`config.mk`:
```
export PLATFORM = sky130hd
export DESIGN_NAME = data_mem_arbiter_flat
export DESIGN_NICKNAME = d
export VERILOG_FILES = /design/src/rtl/data_mem_arbiter_if.sv /design/src/rtl/data_mem_arbiter.sv /design/src/flat_wrapper.sv
export SDC_FILE = /design/constraint.sdc
export NUM_CORES = 1
export LEC_CHECK = 0
export CORE_MARGIN = 10
export CORE_UTILIZATION = 35
export DETAILED_ROUTE_END_ITERATION = 10
export PLACE_DENSITY = 0.79
export SYNTH_ARGS = -nofsm -noshare
export SYNTH_HDL_FRONTEND = slang
export SYNTH_SLANG_ARGS = --single-unit
```
`constraint.sdc`:
```
create_clock -name clk -period 1.73 [get_ports clk]
set_clock_uncertainty 0.15 [all_clocks]
set_input_delay 0.173 -clock clk [delete_from_list [all_inputs] [get_ports clk]]
set_output_delay 0.173 -clock clk [all_outputs]
set_load 0.01 [all_outputs]
```
`src/rtl/data_mem_arbiter_if.sv`:
```
// data_mem_arbiter_if: two-requester request/response bus plus the memory port.
// The arbiter connects through slave; requesters and the memory model use master.
interface data_mem_arbiter_if #(parameter int ADDR_W = 16, parameter int DATA_W = 32);
   logic              req0_valid, req0_ready, req0_we;
   logic              req1_valid, req1_ready, req1_we;
   logic [ADDR_W-1:0] req0_addr, req1_addr;
   logic [DATA_W-1:0] req0_wdata, req1_wdata;
   logic              rsp0_valid, rsp0_err, rsp1_valid, rsp1_err;
   logic [DATA_W-1:0] rsp0_rdata, rsp1_rdata;
   logic              mem_en, mem_we;
   logic [ADDR_W-1:0] mem_addr;
   logic [DATA_W-1:0] mem_wdata, mem_rdata;
   logic              busy, owner;
   modport slave (
      input  req0_valid, req0_we, req0_addr, req0_wdata,
      input  req1_valid, req1_we, req1_addr, req1_wdata, mem_rdata,
      output req0_ready, req1_ready, rsp0_valid, rsp0_rdata, rsp0_err,
      output rsp1_valid, rsp1_rdata, rsp1_err,
      output mem_en, mem_we, mem_addr, mem_wdata, busy, owner
   );
   modport master (
      output req0_valid, req0_we, req0_addr, req0_wdata,
      output req1_valid, req1_we, req1_addr, req1_wdata, mem_rdata,
      input  req0_ready, req1_ready, rsp0_valid, rsp0_rdata, rsp0_err,
      input  rsp1_valid, rsp1_rdata, rsp1_err,
      input  mem_en, mem_we, mem_addr, mem_wdata, busy, owner
   );
endinterface

```
`src/rtl/data_mem_arbiter.sv`:
```
// data_mem_arbiter: two-requester arbiter serialising single transactions onto one memory port.
// Synchronous active-low reset; every output is held at 0 while rst_n is low.
module data_mem_arbiter #(
   parameter int ADDR_W     = 16,
   parameter int DATA_W     = 32,
   parameter int MEM_LAT    = 1,
   parameter int MEM_DEPTH  = 256,
   parameter int FIXED_PRIO = 0
) (
   input logic clk,
   input logic rst_n,
   data_mem_arbiter_if.slave bus
);
   typedef enum logic [1:0] {IDLE, ISSUE, WAIT, RESP} state_t;
   state_t            state, state_nx;
   logic              last_grant, sel, acc, l_we, l_err, l_owner, rsp, issue;
   logic [ADDR_W-1:0] sel_addr, l_addr;
   logic [DATA_W-1:0] l_wdata, l_rdata, rdata;
   logic [2:0]        cnt;
   always_comb begin
      sel      = !bus.req0_valid ? 1'b1 : !bus.req1_valid ? 1'b0 : (FIXED_PRIO != 0) ? 1'b0 : !last_grant;
      acc      = rst_n && state == IDLE && (bus.req0_valid || bus.req1_valid);
      sel_addr = sel ? bus.req1_addr : bus.req0_addr;
   end
   always_ff @(posedge clk) begin
      if (!rst_n) begin
         state      <= IDLE;
         last_grant <= 1'b1;
         l_owner    <= 1'b0;
         l_we       <= 1'b0;
         l_err      <= 1'b0;
         l_addr     <= '0;
         l_wdata    <= '0;
         l_rdata    <= '0;
         cnt        <= '0;
      end else begin
         state <= state_nx;
         if (acc) begin
            last_grant <= sel;
            l_owner    <= sel;
            l_we       <= sel ? bus.req1_we : bus.req0_we;
            l_addr     <= sel_addr;
            l_wdata    <= sel ? bus.req1_wdata : bus.req0_wdata;
            l_err      <= {1'b0, sel_addr} >= (ADDR_W+1)'(MEM_DEPTH);
         end
         if (state == ISSUE) cnt <= 3'(MEM_LAT);
         else if (state == WAIT) cnt <= cnt - 3'd1;
         if (state == WAIT && cnt == 3'd1) l_rdata <= bus.mem_rdata;
      end
   end
   always_comb
      state_nx = state == IDLE  ? (acc ? ISSUE : IDLE) :
                 state == ISSUE ? ((l_we || l_err) ? RESP : WAIT) :
                 state == WAIT  ? (cnt == 3'd1 ? RESP : WAIT) : IDLE;
   always_comb begin
      issue          = rst_n && state == ISSUE;
      rsp            = rst_n && state == RESP;
      rdata          = (rsp && !l_we && !l_err) ? l_rdata : '0;
      bus.req0_ready = acc && !sel;
      bus.req1_ready = acc && sel;
      bus.busy       = rst_n && state != IDLE;
      bus.owner      = rst_n && l_owner;
      bus.mem_en     = issue && !l_err;
      bus.mem_we     = issue && !l_err && l_we;
      bus.mem_addr   = issue ? l_addr : '0;
      bus.mem_wdata  = issue ? l_wdata : '0;
      bus.rsp0_valid = rsp && !l_owner;
      bus.rsp1_valid = rsp && l_owner;
      bus.rsp0_rdata = l_owner ? '0 : rdata;
      bus.rsp1_rdata = l_owner ? rdata : '0;
      bus.rsp0_err   = rsp && !l_owner && l_err;
      bus.rsp1_err   = rsp && l_owner && l_err;
   end
endmodule

```
`src/flat_wrapper.sv`:
```
// flat-port wrapper written by rule: the top's interface ports become plain ports
module data_mem_arbiter_flat 
#(
   parameter int ADDR_W     = 16,
   parameter int DATA_W     = 32,
   parameter int MEM_LAT    = 1,
   parameter int MEM_DEPTH  = 256,
   parameter int FIXED_PRIO = 0
)
  (clk, rst_n, bus_req0_valid, bus_req0_we, bus_req0_addr, bus_req0_wdata, bus_req1_valid, bus_req1_we, bus_req1_addr, bus_req1_wdata, bus_mem_rdata, bus_req0_ready, bus_req1_ready, bus_rsp0_valid, bus_rsp0_rdata, bus_rsp0_err, bus_rsp1_valid, bus_rsp1_rdata, bus_rsp1_err, bus_mem_en, bus_mem_we, bus_mem_addr, bus_mem_wdata, bus_busy, bus_owner);
  data_mem_arbiter_if #(.ADDR_W(ADDR_W), .DATA_W(DATA_W)) bus_i ();
  input logic clk;
  input logic rst_n;
  input wire logic [$bits(bus_i.req0_valid)-1:0] bus_req0_valid;
  input wire logic [$bits(bus_i.req0_we)-1:0] bus_req0_we;
  input wire logic [$bits(bus_i.req0_addr)-1:0] bus_req0_addr;
  input wire logic [$bits(bus_i.req0_wdata)-1:0] bus_req0_wdata;
  input wire logic [$bits(bus_i.req1_valid)-1:0] bus_req1_valid;
  input wire logic [$bits(bus_i.req1_we)-1:0] bus_req1_we;
  input wire logic [$bits(bus_i.req1_addr)-1:0] bus_req1_addr;
  input wire logic [$bits(bus_i.req1_wdata)-1:0] bus_req1_wdata;
  input wire logic [$bits(bus_i.mem_rdata)-1:0] bus_mem_rdata;
  output wire logic [$bits(bus_i.req0_ready)-1:0] bus_req0_ready;
  output wire logic [$bits(bus_i.req1_ready)-1:0] bus_req1_ready;
  output wire logic [$bits(bus_i.rsp0_valid)-1:0] bus_rsp0_valid;
  output wire logic [$bits(bus_i.rsp0_rdata)-1:0] bus_rsp0_rdata;
  output wire logic [$bits(bus_i.rsp0_err)-1:0] bus_rsp0_err;
  output wire logic [$bits(bus_i.rsp1_valid)-1:0] bus_rsp1_valid;
  output wire logic [$bits(bus_i.rsp1_rdata)-1:0] bus_rsp1_rdata;
  output wire logic [$bits(bus_i.rsp1_err)-1:0] bus_rsp1_err;
  output wire logic [$bits(bus_i.mem_en)-1:0] bus_mem_en;
  output wire logic [$bits(bus_i.mem_we)-1:0] bus_mem_we;
  output wire logic [$bits(bus_i.mem_addr)-1:0] bus_mem_addr;
  output wire logic [$bits(bus_i.mem_wdata)-1:0] bus_mem_wdata;
  output wire logic [$bits(bus_i.busy)-1:0] bus_busy;
  output wire logic [$bits(bus_i.owner)-1:0] bus_owner;
  assign bus_i.req0_valid = bus_req0_valid;
  assign bus_i.req0_we = bus_req0_we;
  assign bus_i.req0_addr = bus_req0_addr;
  assign bus_i.req0_wdata = bus_req0_wdata;
  assign bus_i.req1_valid = bus_req1_valid;
  assign bus_i.req1_we = bus_req1_we;
  assign bus_i.req1_addr = bus_req1_addr;
  assign bus_i.req1_wdata = bus_req1_wdata;
  assign bus_i.mem_rdata = bus_mem_rdata;
  assign bus_req0_ready = bus_i.req0_ready;
  assign bus_req1_ready = bus_i.req1_ready;
  assign bus_rsp0_valid = bus_i.rsp0_valid;
  assign bus_rsp0_rdata = bus_i.rsp0_rdata;
  assign bus_rsp0_err = bus_i.rsp0_err;
  assign bus_rsp1_valid = bus_i.rsp1_valid;
  assign bus_rsp1_rdata = bus_i.rsp1_rdata;
  assign bus_rsp1_err = bus_i.rsp1_err;
  assign bus_mem_en = bus_i.mem_en;
  assign bus_mem_we = bus_i.mem_we;
  assign bus_mem_addr = bus_i.mem_addr;
  assign bus_mem_wdata = bus_i.mem_wdata;
  assign bus_busy = bus_i.busy;
  assign bus_owner = bus_i.owner;
  data_mem_arbiter #(.ADDR_W(ADDR_W), .DATA_W(DATA_W), .MEM_LAT(MEM_LAT), .MEM_DEPTH(MEM_DEPTH), .FIXED_PRIO(FIXED_PRIO)) u_core (.clk(clk), .rst_n(rst_n), .bus(bus_i));
endmodule
```
==> results of run 1 <==
## routing by layer
layer | part of all wire (%) | up-vias | track usage, % | wire length (um)
li1 | - | 2469 | - | -
met1 | 36 | 2668 | 22.5 | 8870
met2 | 50 | 341 | 38.6 | 12200
met3 | 9.9 | 58 | 10.1 | 2410
met4 | 3.6 | 0 | 8.07 | 878
met5 | 0 | - | 0 | 0
## synthesized netlist by cell type, drive strengths merged (8+ instances only)
library cell and count:
dfxtp 89, nand2 74, and2 69, and3 48, nor2b 44, a222oi 41, clkbuf 33, a21boi 32
buf 15, o21ai 12, inv 8, nand3 8
## state kept, by name, summed over array words and instances, names as in the netlist
| signal | count |
|---|---|
| u_core.state | 2 |
| u_core.l_we | 1 |
| u_core.last_grant | 1 |
| u_core.l_wdata | 32 |
| u_core.l_addr | 16 |
| u_core.cnt | 3 |
| u_core.l_err | 1 |
| u_core.l_owner | 1 |
| u_core.l_rdata | 32 |
## timing repair
action                                  4_1_cts  5_1_grt
cloned                                       11       21
endpoints found under the setup margin      168      206
buffers inserted                             16       24
hold endpoints to repair                      0        0
pin swaps                                    35      113
gates resized for setup                     362      503
## worst max path at each step
stage / startpoint / endpoint / slack, ns / cells past startpoint
2_1_floorplan: u_core.state[0]$_SDFF_PN0_ / bus_rsp1_rdata[10] / 0.04 / 5
4_1_cts: u_core.state[1]$_SDFF_PN0_ / bus_rsp0_rdata[26] / -0.61 / 6
3_3_place_gp: u_core.state[1]$_SDFF_PN0_ / bus_rsp1_rdata[3] / -0.33 / 6
5_1_grt: u_core.state[0]$_SDFF_PN0_ / u_core.l_addr[3]$_SDFFE_PN0P_ / -0.49 / 10
6_report: u_core.state[0]$_SDFF_PN0_ / u_core.l_addr[3]$_SDFFE_PN0P_ / -0.42 / 12
3_5_place_dp: u_core.state[1]$_SDFF_PN0_ / bus_rsp1_rdata[3] / -0.45 / 6
## worst reg2reg max path: cells and delay by family (launching register included)
family / cells / cell delay [ns]
buffers and inverters: 7 / 0.75
adder cells (fa/ha/maj): 1 / 0.16
flip-flops: 1 / 0.37
AO/OA/AOI/OAI: 1 / 0.38
AND/OR/NAND/NOR: 3 / 0.21
## placed cells by master (no fill, tap or decap), types with 2 or more instances in the layout
cell type,synthesis,routed
clkdlybuf4s50_1,0,132
buf_6,4,126
dfxtp_1,89,87
nand2_1,74,54
and2_4,0,51
and3_4,0,42
a222oi_1,41,41
nor2b_1,43,41
buf_4,1,38
clkbuf_16,0,22
a21boi_1,0,20
and2_1,69,18
buf_2,10,18
buf_12,0,16
nand2_4,0,13
a21boi_2,0,12
buf_8,0,9
o21ai_0,12,8
nand2_2,0,7
mux2i_1,7,7
and3_1,48,6
nand3_1,8,6
clkbuf_2,0,6
inv_1,8,5
buf_16,0,5
o21ai_1,0,4
ha_4,0,4
nor2_1,5,3
inv_4,0,2
nor2b_4,0,2
nor2_4,0,2
o211ai_1,2,2
nor3_1,2,2
nor4_1,2,2
ha_1,6,2
clkbuf_8,0,2
clkinv_2,0,2
bufinv_16,0,2
dfxtp_4,0,2
## per-stage QoR
| step | setup slack (ns) | utilization (%) | instances | TNS, ns | hold WS, ns |
|---|---|---|---|---|---|
| floorplan | 0.0358 | - | 511 | 0 | 0.168 |
| global placement | -0.329 | 61.1 | 933 | -36.53 | 0.299 |
| detailed placement | -0.447 | 61.1 | 933 | -44.08 | 0.307 |
| CTS | -0.612 | 68.6 | 976 | -53.71 | 0.192 |
| global route | -0.492 | 77.7 | 1013 | -68.46 | 0.232 |
| finish | -0.417 | 77.7 | 1013 | -58.25 | 0.230 |
## cells by family (layout without fill, tap and decap cells)
logic type	after synthesis	after routing	synth area share, %
buf+inv	56	389	5.82
xor+xnor	1	1	0.199
fa+ha+maj	6	6	1.70
mux	7	7	1.59
compound gates	94	94	17.6
simple gates	258	258	32.7
other cells	0	1	0
flops	89	89	40.4
## final cells by class
class | count | area [um2] | area share [%]
Antenna cell | 1 | 2.50 | 0.0265
Clock buffer | 11 | 253 | 2.67
Sequential cell | 89 | 1790 | 18.9
Clock inverter | 5 | 77.6 | 0.821
Inverter | 8 | 35.0 | 0.371
Tap cell | 168 | 210 | 2.22
Timing Repair Buffer | 365 | 4090 | 43.2
Multi-Input combinational cell | 366 | 3000 | 31.7
## where the power goes
part           internal (mW)  switching [mW]  leakage [nW]
Sequential              2.17          0.0934         0.727
Clock                   1.34           0.827         0.162
Combinational          0.996           0.673          3.14
Total                   4.51            1.59          4.02
==> flow_summary.yaml, run 1 <==
status:
  status: "finished, violations left"
  violations: "negative setup slack"
clocking:
  cts_tree: "yes"
  cts-hold-fix-buffers: 0
  clock_path_buffers: 2
  h-tree-depth: 3
  clock_sink_count: 89
  cts-root-buf: "clkbuf_16"
  cts_buffers: 9
  clk_pin_slew_ns: 0.07
  insertion_delay_ns: 0.34
setup_path:
  cp_data_arrival_time_ns: 2.22
  required_ns: 1.80
  startpoint_type: "register"
  worstPathCellList: "buf_6, buf_6, inv_4, ha_4, buf_6, nand2_4, nor3_4, buf_6, buf_12, buf_12, a222oi_1, nor2b_1"
  cp-end-kind: "register"
  critical_path_class: "reg -> reg"
  cpPeakStageDelay_ns: 0.38
  rrSetupSlack_ns: -0.42
  ff2ff_path_depth: 12
  reg2reg_to: "u_core.l_addr[3]$_SDFFE_PN0P_"
  path_buf_inv: 7
  crit_fanout: 8
  r2r_start: "u_core.state[0]$_SDFF_PN0_"
  critPathTopFamily: "buffers and inverters"
  cpMostUsedCell: "buf_6"
  slowest_stage: "a222oi_1"
power:
  power.leakage_nw: 4.02
  power_mw: 6.10
  ir_worst_vdd_mv: 0.467
  powerDensity_nw_per_um2: 645
timing:
  slew_violations: 0
  hold_viol: 0
  slew_headroom_pct: 71.0
  rsz0062_at_grt: "true"
  tightest_slew_ns: 0.433
  fmax_mhz: 466
  min_period_over_period_pct: 124
  setup_viol: 204
  layout_min_cycle_time_ns: 2.15
  fin_ws_ns: -0.417
global_routing:
  grt_usage_pct: 22.0
  grt_pass1_vias: 5510
  grt_first_pass_wirelength_um: 30900
  antenna_found_initial: 1
  grt_max_degree: 51
  gr-total-overflow: 0
synth:
  ys_seq_elements: 89
  postSynth.asyncResetShare_pct: 0
  synth.area.top_cells: "dfxtp_1, and2_1, a222oi_1"
  syn_inst: 511
  seq_area_frac_synth_pct: 40.4
  synth_ff_type: "dfxtp_1"
  yosys.area.top_type: "dfxtp_1"
  synth.distinct_cells: 35
  synth_edf_count: 0
  yosysTopAreaCellShare_pct: 40.4
  synth_nets: 651
  synth_warnings: 0
  synth_area_um2: 4410
  avgSynthCellArea_um2: 8.63
route:
  drt_iter0_markers: 499
  vias: 5536
  ant_nets: 0
  drt_pass1_iterations: 7
  wl_per_cell_um: 24.1
  drc_errors: 0
  routed_via_density: 5.46
  finalWirelength_um: 24400
worst_hold_path:
  hold_class: "in -> reg"
  worstHoldEndpoint: "u_core.l_rdata[5]$_SDFFE_PN0P_"
  min-delay-start: "bus_mem_rdata[5]"
  min_path_cells: 3
floorplan:
  die_height_um: 132
  std_cell_rows: 40
  start_util_pct: 36.3
  fp.coreArea_um2: 12200
  io_pins: 256
  die_width_um: 132
  fp.dieArea_um2: 17500
cells_and_area:
  filler_cell_count: 769
  area_delta_synth_final_pct: 114
  design_area_um2: 9450
  drive_gt1_share_pct: 46.9
  layout.nets: 979
placement:
  io_buffer_count: 255
  placed_area_um2: 7430
  gp_congestion: 0.813
  dp_hpwl_um: 14000
flow_run:
  cap_violations: 0
Note: power is estimated with default switching activity, not from simulation.
==> run 2: changes to the inputs <==
--- a/config.mk
+++ b/config.mk
@@ -5,7 +5,6 @@
 export SDC_FILE = /design/constraint.sdc
 export NUM_CORES = 1
 export LEC_CHECK = 0
-export CORE_MARGIN = 10
 export CORE_UTILIZATION = 35
 export DETAILED_ROUTE_END_ITERATION = 10
 export PLACE_DENSITY = 0.79
==> run 2 against run 1 <==
  * The run still ends with negative setup slack left
  * Design area rose by 5.4%
  * Largest power group unchanged
  * Register-to-register slack gained 0.09 ns
  * Highest routed layer unchanged
  * Total power down 2.8%
  * Utilization increased by 4.2 points
  * Final cell count grew 0.20%
==> flow_summary.yaml, run 2 (synthesis results as in run 1) <==
setup_path:
  reg2reg_to: "u_core.l_wdata[19]$_SDFFE_PN0P_"
  cp-end-kind: "primary output"
  ff2ff_path_depth: 9
  rrSetupSlack_ns: -0.33
  cp_data_arrival_time_ns: 1.87
  r2r_start: "u_core.state[1]$_SDFF_PN0_"
  required_ns: 1.41
  crit_fanout: 5
  startpoint_type: "register"
  critical_path_class: "reg -> out"
route:
  wl_per_cell_um: 23.4
  drt_pass1_iterations: 9
  ant_nets: 0
  vias: 5726
  drc_errors: 0
  routed_via_density: 5.64
  drt_iter0_markers: 616
  finalWirelength_um: 23700
status:
  violations: "negative setup slack"
  status: "finished, violations left"
placement:
  dp_slack_ns: -0.399
  dp_hpwl_um: 11800
  gp_congestion: 0.822
  io_buffer_count: 255
clocking:
  cts_tree: "yes"
  cts-root-buf: "clkbuf_16"
  h-tree-depth: 3
  clk_pin_slew_ns: 0.06
  clock_sink_count: 89
  cts_buffers: 9
  insertion_delay_ns: 0.34
  clock_path_buffers: 2
worst_hold_path:
  hold_class: "in -> reg"
  worstHoldEndpoint: "u_core.l_addr[9]$_SDFFE_PN0P_"
  min_path_cells: 4
  min-delay-start: "rst_n"
timing:
  rsz0062_at_grt: "true"
  min_period_over_period_pct: 127
  layout_min_cycle_time_ns: 2.19
  hold_viol: 0
  tightest_slew_ns: 0.412
  slew_headroom_pct: 72.2
  fmax_mhz: 456
  slew_violations: 0
  setup_viol: 199
  fin_ws_ns: -0.463
power:
  power_frac_clock_pct: 33.5
  power.leakage_nw: 4.18
  p_seq_share_pct: 38.4
  intPower_mw: 4.30
  powerDensity_nw_per_um2: 594
  switching_power_mw: 1.62
  p_sw_share_pct: 27.4
  power_mw: 5.93
  comb_power_share_pct: 28.1
  ir_worst_vdd_mv: 0.478
cells_and_area:
  multi_input_area_um2: 3280
  antenna-diode-count: 0
  drive_gt1_share_pct: 54.4
  regArea_um2: 1790
  layout.nets: 982
  mostFrequentLayoutCell: "buf_6"
  area_delta_synth_final_pct: 126
  filler_cell_count: 645
  fin_util_pct: 82.0
  reg_top3: "u_core.l_rdata x32, u_core.l_wdata x32, u_core.l_addr x16"
  layout_common_cells: "buf_6, clkdlybuf4s50_1, dfxtp_1"
floorplan:
  die_height_um: 114
  start_util_pct: 36.3
  die_width_um: 114
  fp.coreArea_um2: 12200
  fp.dieArea_um2: 13100
  std_cell_rows: 40
  io_pins: 256
global_routing:
  grt_pass1_vias: 5466
  grt_first_pass_wirelength_um: 29300
  grt_max_degree: 36
  antenna_found_initial: 0
  gr-total-overflow: 0
  grt_usage_pct: 30.0
flow_run:
  cap_violations: 0
run 2: through the flow:
| step | instance area (um2) | hold WS, ns | TNS (ns) | instances |
|---|---|---|---|---|
| 2_1_floorplan | 4410 | 0.168 | 0 | 511 |
| 3_3_place_gp | 7350 | 0.302 | -37.27 | 924 |
| 3_5_place_dp | 7350 | 0.317 | -44.91 | 924 |
| 4_1_cts | 8470 | 0.138 | -47.55 | 995 |
| 5_1_grt | 9970 | 0.203 | -63.17 | 1015 |
| 6_report | 9970 | 0.185 | -51.69 | 1015 |
run 2: repair_timing:
action | CTS | global route
cloned | 20 | 14
endpoints found under the hold margin | 0 | 0
endpoints found under the setup margin | 174 | 208
pin swaps | 57 | 110
setup buffers | 36 | 22
resized for setup | 614 | 374
hold buffers | 0 | 0
run 2: power by group through the flow:
stage	sequential, mW	combinational (mW)	clock, mW
6_report	2.27	1.67	1.99
2_1_floorplan	2.26	0.424	0
3_5_place_dp	2.28	0.998	0
5_1_grt	2.28	1.72	2.09
3_3_place_gp	2.28	0.968	0
4_1_cts	2.25	1.35	1.99
run 2: area by class of cell:
cell class                      count  share of cell area, %
Inverter                            8                  0.427
Clock buffer                       13                   2.51
Multi-Input combinational cell    366                   33.0
Timing Repair Buffer              368                   43.7
Tap cell                          168                   2.11
Sequential cell                    89                   17.9
Clock inverter                      3                  0.402
run 2: worst max-delay path: stages, from the launching register on:
cell	delay, ns
dfxtp_4	0.36
ha_4	0.12
and3_4	0.18
nor3b_4	0.22
buf_6	0.18
buf_16	0.12
buf_6	0.10
and2_4	0.15
buf_6	0.09
run 2: worst max path at each step:
stage | end | depth (start not counted) | from
after global routing | bus_rsp1_rdata[23] | 8 | u_core.state[1]$_SDFF_PN0_
after floorplan | bus_rsp1_rdata[10] | 5 | u_core.state[0]$_SDFF_PN0_
after CTS | bus_rsp1_rdata[0] | 9 | u_core.state[1]$_SDFF_PN0_
after detailed placement | bus_rsp1_rdata[3] | 6 | u_core.state[1]$_SDFF_PN0_
final | bus_rsp1_rdata[23] | 8 | u_core.state[1]$_SDFF_PN0_
after global placement | bus_req1_ready | 6 | u_core.state[0]$_SDFF_PN0_
run 2: routing by layer:
| layer | part of all wire [%] | GRT usage (%) |
|---|---|---|
| met5 | 0 | 0 |
| met4 | 5.7 | 19.3 |
| met3 | 8.7 | 8.36 |
| met2 | 52 | 55.2 |
| met1 | 33 | 29.5 |
